### config.mk
export PLATFORM = sky130hd
export DESIGN_NAME = tick_gen
export DESIGN_NICKNAME = d
export VERILOG_FILES = /design/src/rtl/tick_gen_pkg.sv /design/src/rtl/tick_chan.sv /design/src/rtl/tick_gen.sv
export SDC_FILE = /design/constraint.sdc
export NUM_CORES = 1
export LEC_CHECK = 0
export ABC_CLOCK_PERIOD_IN_PS = 3900
export CELL_PAD_IN_SITES_DETAIL_PLACEMENT = 1
export CELL_PAD_IN_SITES_GLOBAL_PLACEMENT = 1
export CORE_MARGIN = 2
export CORE_UTILIZATION = 46
export CTS_BUF_LIST = sky130_fd_sc_hd__clkbuf_2 sky130_fd_sc_hd__clkbuf_4 sky130_fd_sc_hd__clkbuf_8
export CTS_CLUSTER_DIAMETER = 150
export DETAILED_ROUTE_END_ITERATION = 12
export GPL_TIMING_DRIVEN = 0
export PLACE_DENSITY_LB_ADDON = 0.1
export SYNTH_ARGS = -nofsm -noshare
export SYNTH_HDL_FRONTEND = slang
export SYNTH_SLANG_ARGS = --single-unit
export TNS_END_PERCENT = 100
### constraint.sdc
create_clock -name clk -period 3.9 [get_ports clk]
set_clock_uncertainty 0.1 [all_clocks]
set_input_delay 0.585 -clock clk [delete_from_list [all_inputs] [get_ports clk]]
set_output_delay 0.585 -clock clk [all_outputs]
set_load 0.01 [all_outputs]
### src/rtl/tick_gen_pkg.sv
// Shared defaults for the tick generator: clock frequency, counter width and
// the reset-time divisor of each channel (channel k ticks at k+1 Hz).
package tick_gen_pkg;

    localparam int unsigned DEF_CLK_FREQ = 50_000_000;
    localparam int unsigned DEF_CNT_W    = 26;

    function automatic int unsigned defaultDiv(input int unsigned clkFreq,
                                               input int unsigned chIdx);
        return clkFreq / (chIdx + 1);
    endfunction

endpackage

### src/rtl/tick_chan.sv
// One tick channel: free-running divider with a double-buffered divisor so a
// period change only ever lands on a wrap boundary.
module tick_chan import tick_gen_pkg::*; #(
    parameter int unsigned      CNT_W   = DEF_CNT_W,
    parameter logic [CNT_W-1:0] DEF_DIV = '1
) (
    input  logic             clk_i,
    input  logic             rst_ni,
    input  logic             en_i,
    input  logic             sync_clr_i,
    input  logic             wr_i,
    input  logic [CNT_W-1:0] div_i,
    output logic             tick_o,
    output logic             wave_o,
    output logic             pend_o
);

    logic [CNT_W-1:0] cnt_q, cnt_d;
    logic [CNT_W-1:0] actDiv_q, actDiv_d;
    logic [CNT_W-1:0] pendDiv_q, pendDiv_d;
    logic             pendVld_q, pendVld_d;
    logic             tick_q, tick_d;
    logic             wave_q, wave_d;
    logic             wrap;

    // >= rather than == so a count held while disabled past a newly shortened divisor still wraps.
    assign wrap = (cnt_q >= actDiv_q - 1'b1);

    always_comb begin
        cnt_d     = cnt_q;
        actDiv_d  = actDiv_q;
        pendDiv_d = pendDiv_q;
        pendVld_d = pendVld_q;
        tick_d    = 1'b0;
        wave_d    = wave_q;

        if (sync_clr_i) begin
            cnt_d     = '0;
            wave_d    = 1'b0;
            pendVld_d = 1'b0;
            if (wr_i) begin
                actDiv_d = div_i;
            end else if (pendVld_q) begin
                actDiv_d = pendDiv_q;
            end
        end else begin
            if (en_i) begin
                if (wrap) begin
                    cnt_d  = '0;
                    tick_d = 1'b1;
                    wave_d = ~wave_q;
                    if (pendVld_q) begin
                        actDiv_d  = pendDiv_q;
                        pendVld_d = 1'b0;
                    end
                end else begin
                    cnt_d = cnt_q + 1'b1;
                end
            end else if (pendVld_q) begin
                actDiv_d  = pendDiv_q;
                pendVld_d = 1'b0;
            end
            // A write landing on a wrap edge stays pending for the following wrap.
            if (wr_i) begin
                pendDiv_d = div_i;
                pendVld_d = 1'b1;
            end
        end
    end

    always_ff @(posedge clk_i or negedge rst_ni) begin
        if (!rst_ni) begin
            cnt_q     <= '0;
            actDiv_q  <= DEF_DIV;
            pendDiv_q <= '0;
            pendVld_q <= 1'b0;
            tick_q    <= 1'b0;
            wave_q    <= 1'b0;
        end else begin
            cnt_q     <= cnt_d;
            actDiv_q  <= actDiv_d;
            pendDiv_q <= pendDiv_d;
            pendVld_q <= pendVld_d;
            tick_q    <= tick_d;
            wave_q    <= wave_d;
        end
    end

    assign tick_o = tick_q;
    assign wave_o = wave_q;
    assign pend_o = pendVld_q;

endmodule

### src/rtl/tick_gen.sv
// Multi-channel tick generator: decodes divisor writes onto the channels and
// flags rejected writes; all timing lives in tick_chan.
module tick_gen import tick_gen_pkg::*; #(
    parameter int unsigned CLK_FREQ = DEF_CLK_FREQ,
    parameter int unsigned N_CH     = 4,
    parameter int unsigned CNT_W    = DEF_CNT_W
) (
    input  logic             clk,
    input  logic             rst_n,
    input  logic [N_CH-1:0]  en,
    input  logic             sync_clr,
    input  logic             cfg_we,
    input  logic [3:0]       cfg_ch,
    input  logic [CNT_W-1:0] cfg_div,
    output logic [N_CH-1:0]  tick,
    output logic [N_CH-1:0]  wave,
    output logic [N_CH-1:0]  cfg_pend,
    output logic             cfg_err
);

    logic divZero;
    logic chBad;
    logic wrValid;
    logic cfgErr_q, cfgErr_d;

    assign divZero  = (cfg_div == '0);
    assign chBad    = (32'(cfg_ch) >= N_CH);
    assign wrValid  = cfg_we && !divZero && !chBad;
    assign cfgErr_d = cfg_we && (divZero || chBad);

    always_ff @(posedge clk or negedge rst_n) begin
        if (!rst_n) begin
            cfgErr_q <= 1'b0;
        end else begin
            cfgErr_q <= cfgErr_d;
        end
    end

    assign cfg_err = cfgErr_q;

    for (genvar k = 0; k < N_CH; k++) begin : gChan
        localparam logic [CNT_W-1:0] ChDefDiv = CNT_W'(defaultDiv(CLK_FREQ, k));
        logic chWr;

        assign chWr = wrValid && (cfg_ch == 4'(k));

        tick_chan #(
            .CNT_W   (CNT_W),
            .DEF_DIV (ChDefDiv)
        ) uChan (
            .clk_i      (clk),
            .rst_ni     (rst_n),
            .en_i       (en[k]),
            .sync_clr_i (sync_clr),
            .wr_i       (chWr),
            .div_i      (cfg_div),
            .tick_o     (tick[k]),
            .wave_o     (wave[k]),
            .pend_o     (cfg_pend[k])
        );
    end

endmodule

==> flow_summary.toml, run 1 <==
[die]
dieWidth_um = 207
ios = 51
rows = 74
die-height_um = 207
die_area_um2 = 42900
start_util = 0.465
coreArea_um2 = 40800

[sta]
rsz0062_at_grt = "true"
finalMaxSlewViolations = 10
max_freq_ghz = 0.213
setup_viol = 180
layout_min_cycle_time_ns = 4.70
fin_crit_sh = 1.21
relSlewSlack = -0.00107
fin_ws_ns = -0.800
worstMarginPinSlew_ns = 1.50
final-hold-violation-count = 0

[routing]
dr.first_iter.drc_count = 902
drc = 0
drt_wl_total_mm = 64.7
first_pass_iters = 5
vias = 16700
wire_per_inst_um = 24.1
antenna_left = 0
avgViaCountPerCell = 6.24

[synth]
synthesis.nets = 2045
ys_types = 78
synth_compound_area_frac = 0.169
synth_top_family_by_area = "simple AND/OR/NAND/NOR gates"
netlist_area_um2 = 19000
syn_area_per_cell_um2 = 10.0
synth_seq_area_share = 0.431
synthAdderAreaFrac = 0.0738
synthXorXnorAreaFrac = 0.0456
yosys.area_share.simple = 0.177
synth_edf_count = 0
synth_mux_area_frac = 0.0655
ys.flop_type = "dfrtp_1"
async_reset_ff_frac = 1.00
syn_inst = 1895
synth_warnings = 0
synth-seq-cells = 325

[cts]
cts_root_buf = "clkbuf_8"
h-tree-depth = 2
cts_tree = "built"
cts_sinks = 325
clock_path_buffers = 3
clk_pin_slew_ns = 0.06
worst_skew_pair.late_latency_ns = 0.68
numCtsBuffers = 59

[placement]
port-buffer-count = 22
post-dp-hpwl_mm = 39.2
gp_congestion = 0.793
post-place-cells = 2451

[critical_path]
cp-start-kind = "register"
cp.required_ns = 4.38
reg2reg_from = "gChan[1].uChan.actDiv_q[4]"
end_kind = "register"
worstRegToRegCells = 16
setup.worst_path.start = "gChan[1].uChan.actDiv_q[4]"
crit_arrival_ns = 5.18
crit_fanout = 5
timing_worst_setup_path_type = "register to register"

[finish]
fin_nets = 2248
drive_gt1_frac = 0.335
instances_no_fill = 2682
syn2layout_area_growth_pct = 29.4
fin_util = 0.602

[global_route]
grt_pass1_vias = 17500
antenna_found_initial = 2
grt_pass1_wl_mm = 96.8
grt_util_all_layers = 0.280
overflow = 0
grt_max_degree = 124

[power]
p_leak_nw = 10.2
p_per_area_nw_per_um2 = 444
irDropWorstVdd_uv = 350

[min_path]
hold_depth = 2
min_from = "cfg_div[17]"
min_path_type = "input port to register"

[status]
violations = "capacitance limit, slew limit, setup timing"
status = "finished, violations left"

[job]
cap_violations = 1
==> sequential cells by signal, indices dropped and copies added (netlist names) <==
name                   count
cfg_err                    1
gChan.uChan.actDiv_q     104
gChan.uChan.cnt_q        104
gChan.uChan.pendDiv_q    104
gChan.uChan.pend_o         4
gChan.uChan.tick_o         4
gChan.uChan.wave_o         4
==> synthesized netlist by cell type (all sizes together) (5+ instances only) <==
master,instances,area share
inv,43,0.0085
and3,25,0.0082
nand3,78,0.021
mux2,107,0.063
a21o,17,0.0067
nor2,80,0.016
nand4,33,0.011
dfrtp,277,0.36
a41oi,5,0.0023
nand4b,12,0.0055
xor2,32,0.015
nor4,28,0.012
nor2b,22,0.0072
nand3b,22,0.0087
or4,22,0.0091
a211oi,5,0.0026
o22ai,109,0.036
and2,11,0.0036
ha,112,0.074
nand2b,17,0.0057
or3,50,0.017
dfstp,48,0.066
xnor2,67,0.031
clkbuf,57,0.011
a21oi,86,0.023
nor3,50,0.014
and4,11,0.0051
o21ai,49,0.013
o211ai,6,0.0026
o21a,6,0.0024
buf,68,0.019
a31oi,47,0.015
or2,7,0.0023
a2bb2oi,101,0.047
nand2,134,0.026
==> area by class of cell <==
| cell class | count | area [µm²] |
|---|---|---|
| Clock inverter | 17 | 166 |
| Tap cell | 532 | 666 |
| Clock buffer | 95 | 1190 |
| Inverter | 44 | 165 |
| Timing Repair Buffer | 144 | 1570 |
| Sequential cell | 325 | 8200 |
| Antenna cell | 1 | 2.50 |
| Multi-Input combinational cell | 1401 | 11700 |
| Fill cell | 4298 | 16200 |
| Buffer | 123 | 908 |
==> routing by layer <==
metal  vias to the layer above  global-route usage  share of wire
met5                         -                   0        0.00017
met4                         2              0.0973          0.036
met3                       127              0.0480          0.045
met2                       372               0.460           0.49
met1                      8719               0.374           0.43
li1                       7523                   -              -
==> placed cells by master, fill, tap and decap left out, types with 29 or more instances in the layout <==
cell and n:
nor2_1 73, mux2_2 92, a31oi_1 38, nand2_1 131, or3_1 35, clkbuf_8 78
a21oi_1 54, xor2_1 30, buf_4 82, nand4_1 33, nand3_1 66, dfrtp_1 272
clkbuf_1 40, xnor2_1 66, dfstp_2 48, a2bb2oi_2 88, buf_6 40, inv_1 43
ha_1 110, nor3_1 29, o22ai_1 108
==> cell families (layout without fill, tap and decap cells) <==
| family | after synthesis | after routing |
|---|---|---|
| and+or+nand+nor | 612 | 612 |
| AOI/OAI and AO/OA | 467 | 467 |
| DFF | 325 | 325 |
| buffers and inverters | 169 | 423 |
| adders and majority gates | 112 | 112 |
| muxes | 111 | 111 |
| xor gates and xnor gates | 99 | 99 |
| other | 0 | 1 |
==> metrics by stage <==
step           area (µm²)  power, W  hold slack, ns  setup TNS [ns]  setup WS, ns
6_report            24600    0.0109           0.328          -60.85        -0.800
5_1_grt             24600    0.0114           0.302          -91.03        -0.864
4_1_cts             23100    0.0106           0.257          -37.40        -0.486
3_5_place_dp        20000   0.00653           0.382         -131.56        -0.992
3_3_place_gp        20000   0.00639           0.368        -3926.91        -12.45
2_1_floorplan       19100   0.00589           0.189           -3.22        -0.134
==> what timing repair did <==
action / CTS / global route
endpoints found under the setup margin: 219 / 214
endpoints found under the hold margin: 74 / 0
gates resized for setup: 233 / 245
buffers inserted: 56 / 48
hold buffers: 1 / 0
gates cloned: 12 / 9
pin swaps: 85 / 97
==> report_power, final <==
part	internal (W)	total, W	leakage (nW)	switching (W)
sequential	0.00406	0.00480	4.08	0.000737
clock	0.00213	0.00371	0.728	0.00158
combinational	0.00131	0.00240	5.42	0.00109
==> final timing paths <==
path	to	slack [ns]
setup / recovery	gChan[1].uChan.cnt_q[17]	-0.80
hold / removal	gChan[2].uChan.pendDiv_q[17]	0.33
setup reg to reg	gChan[1].uChan.cnt_q[17]	-0.80
hold reg to reg	gChan[2].uChan.pendDiv_q[22]	0.39
max in group asynchronous	gChan[3].uChan.actDiv_q[4]	2.11
min in group asynchronous	gChan[2].uChan.cnt_q[19]	0.43
==> worst max-delay path, cell delays in order, from the launching register on <==
cell       delay (ns)
dfrtp_1          0.38
or3_4            0.41
nor4_4           0.20
nand3_2          0.17
or4_4            0.54
buf_4            0.16
xor2_1           0.13
ha_1             0.34
a21oi_1          0.29
o21ai_1          0.13
a2111o_1         0.53
a211o_1          0.39
buf_6            0.16
buf_8            0.13
buf_12           0.13
nor2_1           0.22
a2bb2oi_2        0.18
No activity file was read; power rests on OpenSTA's default activity.
==> run 2, diff against run 1 <==
--- a/config.mk
+++ b/config.mk
@@ -9,4 +9,5 @@
 export CELL_PAD_IN_SITES_DETAIL_PLACEMENT = 1
 export CELL_PAD_IN_SITES_GLOBAL_PLACEMENT = 1
+export CORE_ASPECT_RATIO = 1.5
 export CORE_MARGIN = 2
 export CORE_UTILIZATION = 46
==> constraint.sdc (replaced) <==
create_clock -name clk -period 3.9 [get_ports clk]
set_clock_uncertainty 0.1 [all_clocks]
set_input_delay 0.585 -clock clk [delete_from_list [all_inputs] [get_ports clk]]
set_output_delay 0.585 -clock clk [all_outputs]
set_load 0.02 [all_outputs]
==> run 2 against run 1 <==
Net effect:
- the flow finishes with violations (setup timing)
- critical path type unchanged
- register-to-register slack better by 0.30 ns
- worst setup slack improved by 0.30 ns
- non-clock buffer count is 7 higher
- final area shrank 0.31%
- worst hold slack got worse by 0.035 ns
- count of clock-buffer cells in the layout fell by 5
- critical path depth is 1 lower
- via count is 0.65% lower
- routed wire length barely moved
- first-iteration DRC count down 8.9%
==> flow_summary.toml, run 2 (synthesis results as in run 1) <==
[status]
status = "finished, violations left"
violations = "setup timing"

[power]
finalPower_w = 0.0107
p_leak_nw = 10.2
p_per_area_nw_per_um2 = 435
irDropWorstVdd_uv = 425

[routing]
wl_met3_mm = 2.20
drt_wl_total_mm = 64.7
wl_met2_mm = 34.2
dr.first_iter.drc_count = 822
drc = 0
vias = 16600
wire_per_inst_um = 24.3
avgViaCountPerCell = 6.26
m1WireLength_mm = 25.8
first_pass_iters = 5
antenna_left = 0
top_layer = "met5"

[cts]
clock_path_buffers = 3
h-tree-depth = 2
worst_skew_pair.late_latency_ns = 0.64
cts_root_buf = "clkbuf_8"
cts_tree = "built"
cts_sinks = 325
clk_pin_slew_ns = 0.07
numCtsBuffers = 53

[critical_path]
critPathMaxStageDelay_ns = 0.52
cp.required_ns = 4.36
timing_worst_setup_path_type = "register to register"
crit_arrival_ns = 4.85
worstRegToRegCells = 15
cp-start-kind = "register"
path_cells = "or3_4, nor4_4, nand3_2, or4_4, nand2b_4, buf_6, nor3_4, xnor2_2, ha_1, a21oi_2, a21oi_2, a211o_1, a211o_4, or4_4, nand3_2"
timing.rr.end = "gChan[1].uChan.cnt_q[24]"
cpMaxStageDelayCell = "or4_4"
reg2reg_from = "gChan[1].uChan.actDiv_q[4]"
crit_fanout = 5
rrSetupSlack_ns = -0.50
end_kind = "register"

[placement]
post-place-cells = 2430
port-buffer-count = 22
dpl-instance-area_um2 = 20000
post-dp-hpwl_mm = 40.8
gp_congestion = 0.803

[finish]
layout.area.seq_um2 = 8200
multiInputGateArea_um2 = 11800
fin_util = 0.598
final_cell_mix = "272 x dfrtp_1, 131 x nand2_1, 110 x ha_1"
drive_gt1_frac = 0.334
reg_top3 = "gChan.uChan.actDiv_q x104, gChan.uChan.cnt_q x104, gChan.uChan.pendDiv_q x104"
nFillCells = 4336
fin_nets = 2249
instances_no_fill = 2657
final_common_cell = "dfrtp_1"
syn2layout_area_growth_pct = 29.0
final_area_um2 = 24500

[min_path]
min_path_type = "input port to register"
min_from = "cfg_div[17]"
hold_depth = 2
hold-path-endpoint = "gChan[2].uChan.pendDiv_q[17]"

[global_route]
grt_pass1_wl_mm = 99.1
overflow = 0
grt_util_all_layers = 0.294
antenna_found_initial = 5
grt_max_degree = 119
grt_pass1_vias = 17600

[sta]
final.setup.tns_ns = -52.97
worstMarginPinSlew_ns = 1.36
fin_crit_sh = 1.13
finalMaxSlewViolations = 0
relSlewSlack = 0.0943
fin_ws_ns = -0.498
final-hold-violation-count = 0
max_freq_ghz = 0.227
setup_viol = 202
layout_min_cycle_time_ns = 4.40
rsz0062_at_grt = "true"

[die]
start_util = 0.463
die-height_um = 253
die_area_um2 = 43000
rows = 91
dieWidth_um = 170
coreArea_um2 = 41000
ios = 51

[job]
cap_violations = 0
==> run 2: cell types whose count changed in the layout (fill, tap and decap cells not counted), moves of 5 or more <==
cell,delta
a2bb2oi_1,-12
a2bb2oi_2,+12
clkinv_2,-7
nor2_2,+5
==> run 2: repair_timing <==
| item | CTS | global route |
|---|---|---|
| hold buffers | 1 | 0 |
| setup endpoints to repair | 220 | 217 |
| hold endpoints to repair | 78 | 0 |
| pin swaps | 80 | 112 |
| resized for setup | 276 | 206 |
| cloned | 16 | 5 |
| setup buffers | 70 | 43 |
==> run 2: report_power, final <==
group / internal [W] / switching (W)
Sequential: 0.00406 / 0.000723
Clock: 0.00199 / 0.00150
Combinational: 0.00131 / 0.00108
Total: 0.00737 / 0.00330
==> run 2: how the worst max path moves through the flow <==
stage / startpoint / end / slack (ns) / cells past startpoint
final: gChan[1].uChan.actDiv_q[4] / gChan[1].uChan.cnt_q[24] / -0.50 / 15
after global routing: gChan[1].uChan.actDiv_q[4] / gChan[1].uChan.cnt_q[18] / -0.63 / 16
after CTS: gChan[2].uChan.actDiv_q[11] / gChan[2].uChan.cnt_q[17] / -0.41 / 15
after detailed placement: gChan[2].uChan.actDiv_q[4] / gChan[2].uChan.actDiv_q[15] / -1.02 / 15
after global placement: rst_n / gChan[0].uChan.cnt_q[1] / -12.27 / 1
after floorplan: gChan[2].uChan.actDiv_q[11] / gChan[2].uChan.actDiv_q[9] / -0.13 / 15
==> run 2: final cells by class <==
cell class,count,share of cell area
diodes,3,0.000306
repair buffers,151,0.0644
multi-input cells,1401,0.479
flip-flops and latches,325,0.334
clock buffers,90,0.0454
clock inverters,9,0.00500
inverters,44,0.00674
plain buffers,123,0.0382
well taps,511,0.0261
==> run 2: metal layers <==
metal	track usage	vias to the layer above
li1	-	7525
met1	0.356	8642
met2	0.528	325
met3	0.0405	140
met4	0.111	2
met5	0	-
==> run 2: critical path: cells and delay by family, from the launching register on <==
kind	cells	cell delay (ns)
xor gates and xnor gates	1	0.09
buffers and inverters	1	0.18
and+or+nand+nor	8	2.21
AOI/OAI and AO/OA	4	1.01
adders and majority gates	1	0.35
DFF	1	0.40
==> run 2: metrics by stage <==
stage | hold WS [ns] | worst slack [ns]
global placement | 0.368 | -12.27
floorplan | 0.189 | -0.134
finish | 0.293 | -0.498
CTS | 0.242 | -0.412
detailed placement | 0.376 | -1.02
global route | 0.288 | -0.626
